**src/rtl/sram_1rw_ctrl.sv**
```systemverilog
// Valid/ready access controller for a single-port 1-cycle-latency SRAM macro.
// Optional SRAM_CTRL_RD_PIPE_EN registers read data once (3-cycle latency, 3-entry FIFO).
module sram_1rw_ctrl #(
  parameter int BITS       = 15,
  parameter int WORD_DEPTH = 4096,
  parameter int ADDR_WIDTH = 12
) (
  input  logic                  clk,
  input  logic                  rst_n,
  input  logic                  req_valid,
  output logic                  req_ready,
  input  logic                  req_we,
  input  logic [ADDR_WIDTH-1:0] req_addr,
  input  logic [BITS-1:0]       req_wdata,
  input  logic [BITS-1:0]       req_wmask,
  output logic                  rsp_valid,
  input  logic                  rsp_ready,
  output logic [BITS-1:0]       rsp_rdata,
  output logic                  rsp_err,
  output logic                  sram_ce,
  output logic                  sram_we,
  output logic [ADDR_WIDTH-1:0] sram_addr,
  output logic [BITS-1:0]       sram_wd,
  output logic [BITS-1:0]       sram_wmask,
  input  logic [BITS-1:0]       sram_rd
);

`ifdef SRAM_CTRL_RD_PIPE_EN
  localparam int DEPTH = 3;
`else
  localparam int DEPTH = 2;
`endif
  localparam int PW = (DEPTH > 2) ? 2 : 1;

  logic            fire, rd_fire, in_range;
  logic            push, pop, push_err;
  logic [BITS-1:0] push_rd;
  logic [1:0]      cnt, cnt_nxt, infl_cnt;
  logic [PW-1:0]   wr_ptr, rd_ptr;
  logic [BITS-1:0] fifo_data [DEPTH];
  logic            fifo_err  [DEPTH];

  function automatic logic [PW-1:0] nxt_ptr(input logic [PW-1:0] p);
    return (p == PW'(DEPTH - 1)) ? '0 : p + 1'b1;
  endfunction

  assign in_range  = 32'(req_addr) < 32'(WORD_DEPTH);
  // Ready depends only on registered occupancy so rsp_ready never reaches req_ready.
  assign req_ready = rst_n & (({1'b0, cnt} + {1'b0, infl_cnt}) < 3'(DEPTH));
  assign fire      = req_valid & req_ready;
  assign rd_fire   = fire & ~req_we;

  assign sram_ce    = fire & in_range;
  assign sram_we    = fire & req_we;
  assign sram_addr  = req_addr;
  assign sram_wd    = req_wdata;
  assign sram_wmask = req_wmask;

`ifdef SRAM_CTRL_RD_PIPE_EN
  logic [1:0]      infl, err_d;
  logic [BITS-1:0] rd_q;

  always_ff @(posedge clk or negedge rst_n) begin
    if (!rst_n) begin
      infl  <= '0;
      err_d <= '0;
      rd_q  <= '0;
    end else begin
      infl  <= {infl[0], rd_fire};
      err_d <= {err_d[0], rd_fire & ~in_range};
      rd_q  <= sram_rd;
    end
  end

  assign push     = infl[1];
  assign push_err = err_d[1];
  assign push_rd  = rd_q;
  assign infl_cnt = {1'b0, infl[0]} + {1'b0, infl[1]};
`else
  logic infl, err_d;

  always_ff @(posedge clk or negedge rst_n) begin
    if (!rst_n) begin
      infl  <= 1'b0;
      err_d <= 1'b0;
    end else begin
      infl  <= rd_fire;
      err_d <= rd_fire & ~in_range;
    end
  end

  assign push     = infl;
  assign push_err = err_d;
  assign push_rd  = sram_rd;
  assign infl_cnt = {1'b0, infl};
`endif

  assign rsp_valid = (cnt != 2'd0);
  assign pop       = rsp_valid & rsp_ready;
  assign rsp_rdata = fifo_data[rd_ptr];
  assign rsp_err   = fifo_err[rd_ptr];

  always_comb begin
    cnt_nxt = cnt;
    case ({push, pop})
      2'b10:   cnt_nxt = cnt + 2'd1;
      2'b01:   cnt_nxt = cnt - 2'd1;
      default: cnt_nxt = cnt;
    endcase
  end

  always_ff @(posedge clk or negedge rst_n) begin
    if (!rst_n) begin
      cnt    <= '0;
      wr_ptr <= '0;
      rd_ptr <= '0;
      for (int unsigned i = 0; i < DEPTH; i++) begin
        fifo_data[i] <= '0;
        fifo_err[i]  <= 1'b0;
      end
    end else begin
      cnt <= cnt_nxt;
      if (push) begin
        fifo_data[wr_ptr] <= push_err ? '0 : push_rd;
        fifo_err[wr_ptr]  <= push_err;
        wr_ptr            <= nxt_ptr(wr_ptr);
      end
      if (pop) rd_ptr <= nxt_ptr(rd_ptr);
    end
  end

endmodule

```
**config.mk**
```make
export PLATFORM = sky130hd
export DESIGN_NAME = sram_1rw_ctrl
export DESIGN_NICKNAME = d
export VERILOG_FILES = /design/src/rtl/sram_1rw_ctrl.sv
export SDC_FILE = /design/constraint.sdc
export NUM_CORES = 1
export LEC_CHECK = 0
export ABC_AREA = 0
export CAP_MARGIN = 10
export CORE_MARGIN = 2
export CORE_UTILIZATION = 39
export CTS_CLUSTER_DIAMETER = 200
export DETAILED_ROUTE_END_ITERATION = 8
export PLACE_DENSITY_LB_ADDON = 0.2
export SYNTH_ARGS = -nofsm -noshare
export SYNTH_HDL_FRONTEND = slang
export SYNTH_SLANG_ARGS = --single-unit
```
**constraint.sdc**
```tcl
create_clock -name clk -period 3.2 [get_ports clk]
set_clock_uncertainty 0.15 [all_clocks]
set_input_delay 0.64 -clock clk [delete_from_list [all_inputs] [get_ports clk]]
set_output_delay 0.64 -clock clk [all_outputs]
set_load 0.1 [all_outputs]
```
; ---- After elaboration in Yosys (flattened, before gate mapping)
; Index checks and enable logic that the tools add are counted.
[word_totals]
ff_bits = 37
out_inout_bits = 62
[op_classes]
add_sub_neg = 5
magnitude_cmp = 4
eq_ne = 2
muxes = 14
bitwise = 10
n_reduce_logical = 3
[op_table]
columns = cell, n
row1 = $mux 15, 4
row2 = $bwmux 30, 1
row3 = $demux 15 s1, 1
row4 = $mux 1, 6
row5 = $and 1x1->1, 5
row6 = $ge 2x2->1 const B, 2
row7 = $not 1->2, 2
row8 = $pmux 2 s2, 1
row9 = $reduce_bool 2->1, 2
row10 = $add 2x1->3, 1
row11 = $lt 3x2->1 const B, 1
row12 = $add 1x1->1 const B, 2
row13 = $add 2x1->2 const B, 1
row14 = $and 2x2->2, 1
row15 = $eq 2x1->1 const B, 1
row16 = $eq 2x2->1 const B, 1
row17 = $lt 2x1->1 const B, 1
row18 = $not 2->2, 1
row19 = $sub 2x1->2 const B, 1
row20 = $demux 1 s1, 1
row21 = $logic_and 1x1->1, 1
row22 = $not 1->1, 1

; ---- Depth between registers and ports, before layout
[depth]
ltp_word = 7
mapped_depth = 6
ltp_nobuf = 6

; ---- Worst setup path before layout
; Ideal clock, no wire load.
[synth_timing]
path_type = input-to-output
from = input rst_n
to = output sram_we
arrival_ps = 4051
path_slack_ps = -1641
stages = 3
n_path_buf = 0
path_cell_list = inv_1 a211oi_1 and3_1
[synth_between]
elab_chain_cells = 3
[synth_rtl]
columns = element, line
row1 = from (decl), 9  ; input logic rst_n,
row2 = $and 1x1->1, 49  ; assign req_ready = rst_n & (({1'b0, cnt} + {1'b0, infl_cnt}) < 3'(DEPTH));
row3 = net req_ready, 11  ; output logic req_ready,
row4 = $and 1x1->1, 50  ; assign fire = req_valid & req_ready;
row5 = $and 1x1->1, 54  ; assign sram_we = fire & req_we;
row6 = to (decl), 21  ; output logic sram_we,
; The timed path passes the listed nets, and every way through them passes these cells.

; ---- Worst setup path after layout
[layout_timing]
from = register rd_ptr
to = output rsp_err
[layout_between]
elab_chain_cells = 4
[layout_rtl]
columns = element, line
row1 = from (decl), 39  ; logic [PW-1:0] wr_ptr, rd_ptr;
row2 = from (signal assigned), 128  ; if (pop) rd_ptr <= nxt_ptr(rd_ptr);
row3 = $not 1->2 (not written as such), 101  ; assign rsp_err = fifo_err[rd_ptr];
row4 = $mux 1 (not written as such) (3 in series), 101
row5 = to (decl), 19  ; output logic rsp_err,
; No other way between the ends. The select of a mux whose other input is x is not followed.

==> impl_metrics.json <==
{
  "reg2reg_from": "cnt[0]",
  "yosysMostFrequentCell": "mux2_2",
  "rows": 25,
  "postCtsResizedCells": 0,
  "ctsHtreeMaxLevel": 2,
  "synth_top_flop_cell": "dfrtp_1",
  "crit_type": "flip-flop to primary output",
  "crit_path_end_kind": "primary output",
  "async_reset_ff_share_pct": 100,
  "first_global_vias": 1145,
  "synthSimpleGateAreaFrac_pct": 3.49,
  "nFillCells": 460,
  "cts_setup_buffers": 0,
  "synth-adder-area-share_pct": 0.647,
  "drv_cap": 0,
  "insertion_delay_ns": 0.28,
  "io_pins": 124,
  "period_share_pct": 77.0,
  "via_per_inst": 4.82,
  "grt_overflow": 0,
  "cp_data_required_time_ns": 2.41,
  "clk_path_buf_depth": 2,
  "syn2layout_area_growth_pct": 10.8,
  "slew_headroom_pct": 65.9,
  "grt_max_degree": 38,
  "synth_area_sq_um": 1930,
  "die_h_um": 74.4,
  "critPathLaunchType": "flip-flop",
  "ctsRootBufferMaster": "clkbuf_8",
  "hold_slack_ns": 0.276,
  "die_x_um": 74.4,
  "synth_edf_count": 0,
  "slowest_delay_ns": 0.50,
  "port_buffers": 39,
  "numCtsBuffers": 5,
  "syn_area_per_cell_sq_um": 13.1,
  "syn_nets": 211,
  "nets": 213,
  "cts_tree": "done",
  "muxShareOfSynthArea_pct": 26.8,
  "setup-tns-final_ns": 0,
  "vias": 1041,
  "ant_nets": 0,
  "drt_first_pass_iters": 4,
  "gp_congestion": 0.684,
  "wl_per_cell_um": 14.8,
  "reg2reg_slack_ns": 1.41,
  "cpLargestDelayFamily": "buffers and inverters",
  "cts_sinks": 37,
  "grt_pass1_wl_um": 5090,
  "synth_common_cells": "mux2_2, buf_4, dfrtp_1",
  "reg2reg_depth": 5,
  "initial_core_util_pct": 40.7,
  "hold_violations": 0,
  "drive_above_1_share_pct": 54.4,
  "synth-seq-cells": 37,
  "rsz0062_at_grt": "false",
  "critPathSlowestCell": "dfrtp_1",
  "drt_iter0_markers": 22,
  "cts_hold_buf": 0,
  "antenna_cells": 0,
  "antenna_found_initial": 0,
  "yosys_warnings": 0,
  "placed_area_sq_um": 2070,
  "clkTransAtPathRegs_ns": 0.07,
  "track_usage_pct": 12.2,
  "crit_chain": "buf_4 > mux2_2 > buf_4",
  "synth.area.top_cells": "dfrtp_1, mux2_2, buf_4",
  "seq_area_frac_synth_pct": 47.9,
  "synth_top_family_by_area": "multiplexers",
  "synth.distinct_cells": 21,
  "path_common_cell": "buf_4",
  "core_sq_um": 4750,
  "status": "finished clean",
  "hold_path_class": "input pin to asynchronous set/reset pin",
  "arrival_ns": 1.67,
  "design_area_sq_um": 2140,
  "wl_um": 3200,
  "synth_xor_xnor_area_share_pct": 2.26,
  "r2r_end": "cnt[1]",
  "place_hpwl_um": 2280,
  "slew_violations": 0,
  "critPathBufInv": 2,
  "drc_errors": 0,
  "synth_area_leader_cell": "dfrtp_1",
  "synth_cells": 148,
  "die_area_sq_um": 5540,
  "worstMarginPinSlew_ns": 0.510,
  "yosysTopAreaCellShare_pct": 47.9,
  "layout_min_cycle_time_ns": 2.46,
  "cp_max_fo": 12,
  "setup_violations": 0,
  "max_freq_mhz": 406,
  "synth_compound_area_share_pct": 0.388
}
-- registers in the layout, summed over array words and instances (netlist names) --
signal and cells:
rd_ptr 1, fifo_data 30, infl 1, fifo_err 2
wr_ptr 1, cnt 2
-- cells by family after synthesis --
group	after synthesis
AO/OA/AOI/OAI	1
XOR/XNOR	5
adder cells (fa/ha/maj)	1
buffers and inverters	48
flip-flops	37
multiplexers	46
AND/OR/NAND/NOR	10
-- worst register-to-register path, stage by stage, from the launching register on --
cell and delay, ns:
dfrtp_1 0.44, or2_2 0.31, and2_1 0.19, ha_1 0.32, nor2_1 0.13, xor2_1 0.15
-- worst max path at each step --
stage,cells after the start,slack [ns],from,to
5_1_grt,3,0.65,rd_ptr,rsp_err
2_1_floorplan,3,0.16,rst_n,sram_we
3_3_place_gp,5,0.86,rst_n,sram_we
3_5_place_dp,5,0.85,rst_n,sram_we
6_report,3,0.74,rd_ptr,rsp_err
4_1_cts,3,0.70,rd_ptr,rsp_err
-- per-stage QoR --
stage / util [%] / instances / worst slack, ns
finish: 45.1 / 216 / 0.736
global route: 45.1 / 216 / 0.652
CTS: 45.1 / 216 / 0.702
detailed placement: 43.5 / 210 / 0.853
global placement: 43.5 / 210 / 0.860
floorplan: - / 148 / 0.159
-- cell type report --
class	instances	area [sq um]	area share, %
Timing Repair Buffer	41	388	18.1
Clock inverter	1	5.00	0.234
Tap cell	67	83.8	3.91
Sequential cell	37	926	43.2
Clock buffer	5	68.8	3.21
Inverter	2	7.51	0.350
Multi-Input combinational cell	63	664	31.0
-- cell usage in the layout (no fill, tap or decap), types with 2 or more instances in the layout --
cell / instances
and2_1: 2
buf_12: 3
buf_4: 19
clkbuf_8: 5
clkdlybuf4s50_1: 18
dfrtp_1: 37
mux2_2: 45
xnor2_1: 2
xor2_1: 3
-- metal layers --
metal / track usage (%) / vias up / routed length (um)
met3: 4.07 / 27 / 283
met4: 7.74 / 0 / 159
met5: 0 / - / 0
li1: - / 455 / -
met1: 13.8 / 504 / 1290
met2: 19.7 / 55 / 1470
Power is left out: the tool's default activity adds up to more than one toggle a clock period on the data nets, which glitch-free logic cannot reach.
==> RTL edit 1 (same flow settings) <==
The option `SRAM_CTRL_RD_PIPE_EN` is turned on by a define.
--- a/src/rtl/sram_1rw_ctrl.sv
+++ b/src/rtl/sram_1rw_ctrl.sv
@@ -1,5 +1,7 @@
 // Valid/ready access controller for a single-port 1-cycle-latency SRAM macro.
 // Optional SRAM_CTRL_RD_PIPE_EN registers read data once (3-cycle latency, 3-entry FIFO).
+`define SRAM_CTRL_RD_PIPE_EN
+
 module sram_1rw_ctrl #(
   parameter int BITS       = 15,
   parameter int WORD_DEPTH = 4096,
Behaviour: not the same (Yosys sat finds a counterexample within 4 cycles, from zero or initial values and one cycle with rst_n low).
==> RTL edit 1 against the original RTL <==
  * Die area up 62%
  * Wire length up 70%
  * Critical path type unchanged
  * Final area up 79%
  * Area after synthesis up 66%
  * Critical path depth up 2
  * Sequential cell count up 34
  * Sequential share of layout area up 3.2 points
  * Worst setup slack worse by 0.55 ns
  * Worst hold slack worse by 0.019 ns
Power is not shown: default switching activity piles up to over one toggle a cycle in this logic, so the estimate is an artifact.
==> RTL edit 1: results (changes against the original RTL) <==
.. list-table::
   :header-rows: 1

   * - Metric
     - Value
   * - Outcome
     - finished, final reports clean
   * - Largest net degree at the start of global routing
     - 72 (+89%)
   * - Vias after detailed routing
     - 1739 (+67%)
   * - Flip-flop count of the largest register after layout
     - 45 (+50%)
   * - CP max stage cell
     - fa_1
   * - First-pass GRT wire length
     - 9140 um (+80%)
   * - Maximum fanout encountered on the critical timing path
     - 5 (-7)
   * - HPWL after detailed placement
     - 3420 um (+50%)
   * - Worst-Skew Late Latency
     - 0.34 ns (+0.06 ns)
   * - Final GP Congestion
     - 0.667 (-2.4%)
   * - DRT Wirelength
     - 5450 um (+70%)
   * - Cell type group with the largest total delay on the critical path
     - adder cells
   * - Net count, final
     - 318 (+49%)
   * - Clock buffers created by TritonCTS
     - 9 (+4)
   * - CP max stage delay
     - 0.47 ns (-0.03 ns)
   * - Synthesized netlist net count
     - 313 (+48%)
   * - Maximum level of the CTS H-tree
     - 3 (+1)
   * - Tightest Hold Check Type
     - reg -> reg
   * - Leading cell types by count after synthesis
     - dfrtp_1, buf_4, mux2_2
   * - Worst slew pin tran
     - 0.973 ns (+0.463 ns)
   * - Vias in the first global route
     - 1840 (+61%)
   * - Unique masters post-synth
     - 27 (+29%)
   * - Placement Cell Area
     - 3610 sq um (+74%)
   * - Arrival time of data at the critical path endpoint
     - 2.23 ns (+0.56 ns)
   * - Synth top area cells
     - dfrtp_1, mux2_2, buf_4
==> RTL edit 1: cell types whose count changed after synthesis, sizes merged, moves of 2 or more <==
cell / before / now
nand2: 1 / 18
clkbuf: 0 / 4
dfrtp: 37 / 71
xor2: 3 / 1
mux2i: 0 / 16
inv: 2 / 5
o21ai: 0 / 19
buf: 46 / 48
a21o: 0 / 2
nor3: 0 / 2
nor2b: 1 / 3
==> RTL edit 1: worst paths after layout <==
path / startpoint / endpoint / slack, ns / cells after the start
setup reg to reg: cnt[0] / infl[0] / 1.17 / 5
max in group asynchronous: rst_n / cnt[0] / 1.85 / 2
min in group asynchronous: rst_n / fifo_data[22] / 0.43 / 2
setup / recovery: cnt[0] / sram_we / 0.18 / 5
hold / removal: infl[0] / infl[1] / 0.26 / 0
hold reg to reg: infl[0] / infl[1] / 0.26 / 0
==> RTL edit 1: final cells by class <==
cell class,count,area (sq um)
Timing Repair Buffer,46,626
Fill cell,762,4260
Sequential cell,71,1780
Clock inverter,5,57.6
Clock buffer,11,141
Tap cell,105,131
Multi-Input combinational cell,120,1080
Inverter,5,18.8
==> RTL edit 1: timing repair <==
| action | in CTS | in global routing |
|---|---|---|
| gates resized for setup | 0 | 3 |
| endpoints found under the setup margin | 1 | 1 |
| pin swaps | 1 | 0 |
| hold endpoints to repair | 0 | 0 |
| buffers inserted | 1 | 0 |
==> RTL edit 1: stage by stage <==
stage | util | cells | worst slack, ns
global route | 0.473 | 363 | 0.0809
detailed placement | 0.446 | 346 | 0.377
global placement | 0.446 | 346 | 0.416
CTS | 0.472 | 363 | 0.0638
finish | 0.473 | 363 | 0.182
floorplan | - | 248 | -0.626
==> RTL edit 1: kinds of logic after synthesis <==
group,share of synthesized area
flops,0.553
mux,0.218
buf+inv,0.123
simple gates,0.0440
compound gates,0.0394
xor+xnor,0.00819
fa+ha+maj,0.0140
==> RTL edit 1: worst register-to-register path: stages (launching register included) <==
cell and delay [ns]:
dfrtp_2 0.45, fa_1 0.47, ha_4 0.25, a2111oi_4 0.35, buf_4 0.18, nor2b_1 0.12
==> RTL edit 1: metal layers <==
metal  part of all wire  track usage  vias to the layer above
li1                   -            -                      804
met1               0.47        0.179                      868
met2               0.46        0.207                       52
met3              0.055       0.0559                       15
met4              0.016       0.0471                        0
met5                  0            0                        -
==> RTL edit 2 (same settings) <==
Made on the original files. Register the output `rsp_err`, without a reset; this adds one clock of latency there. The other outputs are not delayed to match.
--- a/src/rtl/sram_1rw_ctrl.sv
+++ b/src/rtl/sram_1rw_ctrl.sv
@@ -98,7 +98,9 @@
   assign rsp_valid = (cnt != 2'd0);
   assign pop       = rsp_valid & rsp_ready;
   assign rsp_rdata = fifo_data[rd_ptr];
-  assign rsp_err   = fifo_err[rd_ptr];
+  always_ff @(posedge clk) begin
+    rsp_err <= fifo_err[rd_ptr];
+  end
 
   always_comb begin
     cnt_nxt = cnt;
Check against the original RTL: same outputs for any inputs over 10 cycles, from zero or initial values and one cycle with rst_n low; that may be too few to reach the edited logic, so the function may still have changed.
==> RTL edit 2 against the original RTL <==
  * Sequential cell count up 1
  * Wire length increased by 11%
  * Area after synthesis rose by 3.0%
  * First-iteration DRC count up 86%
  * Final area is 5.5% higher
  * Worst setup slack lost 0.14 ns
  * Critical endpoint is now rsp_rdata[14]
  * Highest routed layer unchanged
Power is not shown: default switching activity piles up to over one toggle a cycle in this logic, so the estimate is an artifact.
==> RTL edit 2: results (changes against the original RTL) <==
.. list-table::
   :header-rows: 1

   * - Metric
     - Value
   * - Outcome
     - finished, final reports clean
   * - Arrival time of data at the critical path endpoint
     - 1.82 ns (+0.15 ns)
   * - Slack of the worst reg-to-reg path
     - 1.38 ns (-0.03 ns)
   * - Relative slew margins
     - 0.461 (-0.198)
   * - First-pass GRT wire length
     - 5560 um (+9.4%)
   * - Startpoint of the lowest-slack register-to-register path
     - cnt[1]
   * - Share of synthesized registers carrying an async set or reset
     - 0.974 (-0.0263)
   * - DR iter-0 viols
     - 41 (+86%)
   * - Met2 Routed Length
     - 1760 um (+20%)
   * - Crit path to
     - rsp_rdata[14]
   * - Compound-cell area share of the yosys netlist
     - 0.00377 (-0.000115)
   * - Leading cell types by count after synthesis
     - buf_4, dfrtp_1, mux2_2
   * - Unique masters post-synth
     - 22 (+4.8%)
   * - GR Util met2
     - 0.217 (+0.0207)
   * - GRT met1 Usage
     - 0.149 (+0.0110)
   * - Detailed route wirelength on metal3
     - 357 um (+26%)
   * - DRT Wirelength
     - 3550 um (+11%)
   * - Number of detailed-routing iterations run before antenna repair
     - 5 (+1)
   * - Mux share of post-synthesis cell area
     - 0.277 (+0.00905)
   * - Synth top area cells
     - dfrtp_1, mux2_2, buf_4
   * - CP max stage delay
     - 0.87 ns (+0.37 ns)
   * - Vias in the first global route
     - 1168 (+2.0%)
   * - Share of post-route cells with drive strength above 1
     - 0.550 (+0.00604)
   * - Cell type group with the largest total delay on the critical path
     - flip-flops
   * - Sequential area share after synthesis
     - 0.475 (-0.00408)
RTL edit 2: cell types whose count changed after synthesis, sizes merged:
cell	change
dfxtp	+1
RTL edit 2: area by class of cell:
| type | count | area (sq um) |
|---|---|---|
| Fill cell | 467 | 2750 |
| Sequential cell | 38 | 946 |
| Multi-Input combinational cell | 63 | 698 |
| Timing Repair Buffer | 40 | 380 |
| Tap cell | 70 | 87.6 |
| Clock buffer | 6 | 82.6 |
| Clock inverter | 2 | 60.1 |
| Inverter | 2 | 7.51 |
RTL edit 2: through the flow:
| stage | hold WS, ns | area, sq um | util | setup WS [ns] | instances |
|---|---|---|---|---|---|
| floorplan | 0.194 | 2010 | - | 0.160 | 149 |
| global placement | 0.315 | 2120 | 0.423 | 0.908 | 213 |
| detailed placement | 0.323 | 2120 | 0.423 | 0.896 | 213 |
| CTS | 0.273 | 2260 | 0.452 | 0.572 | 221 |
| global route | 0.301 | 2260 | 0.452 | 0.526 | 221 |
| finish | 0.258 | 2260 | 0.452 | 0.595 | 221 |
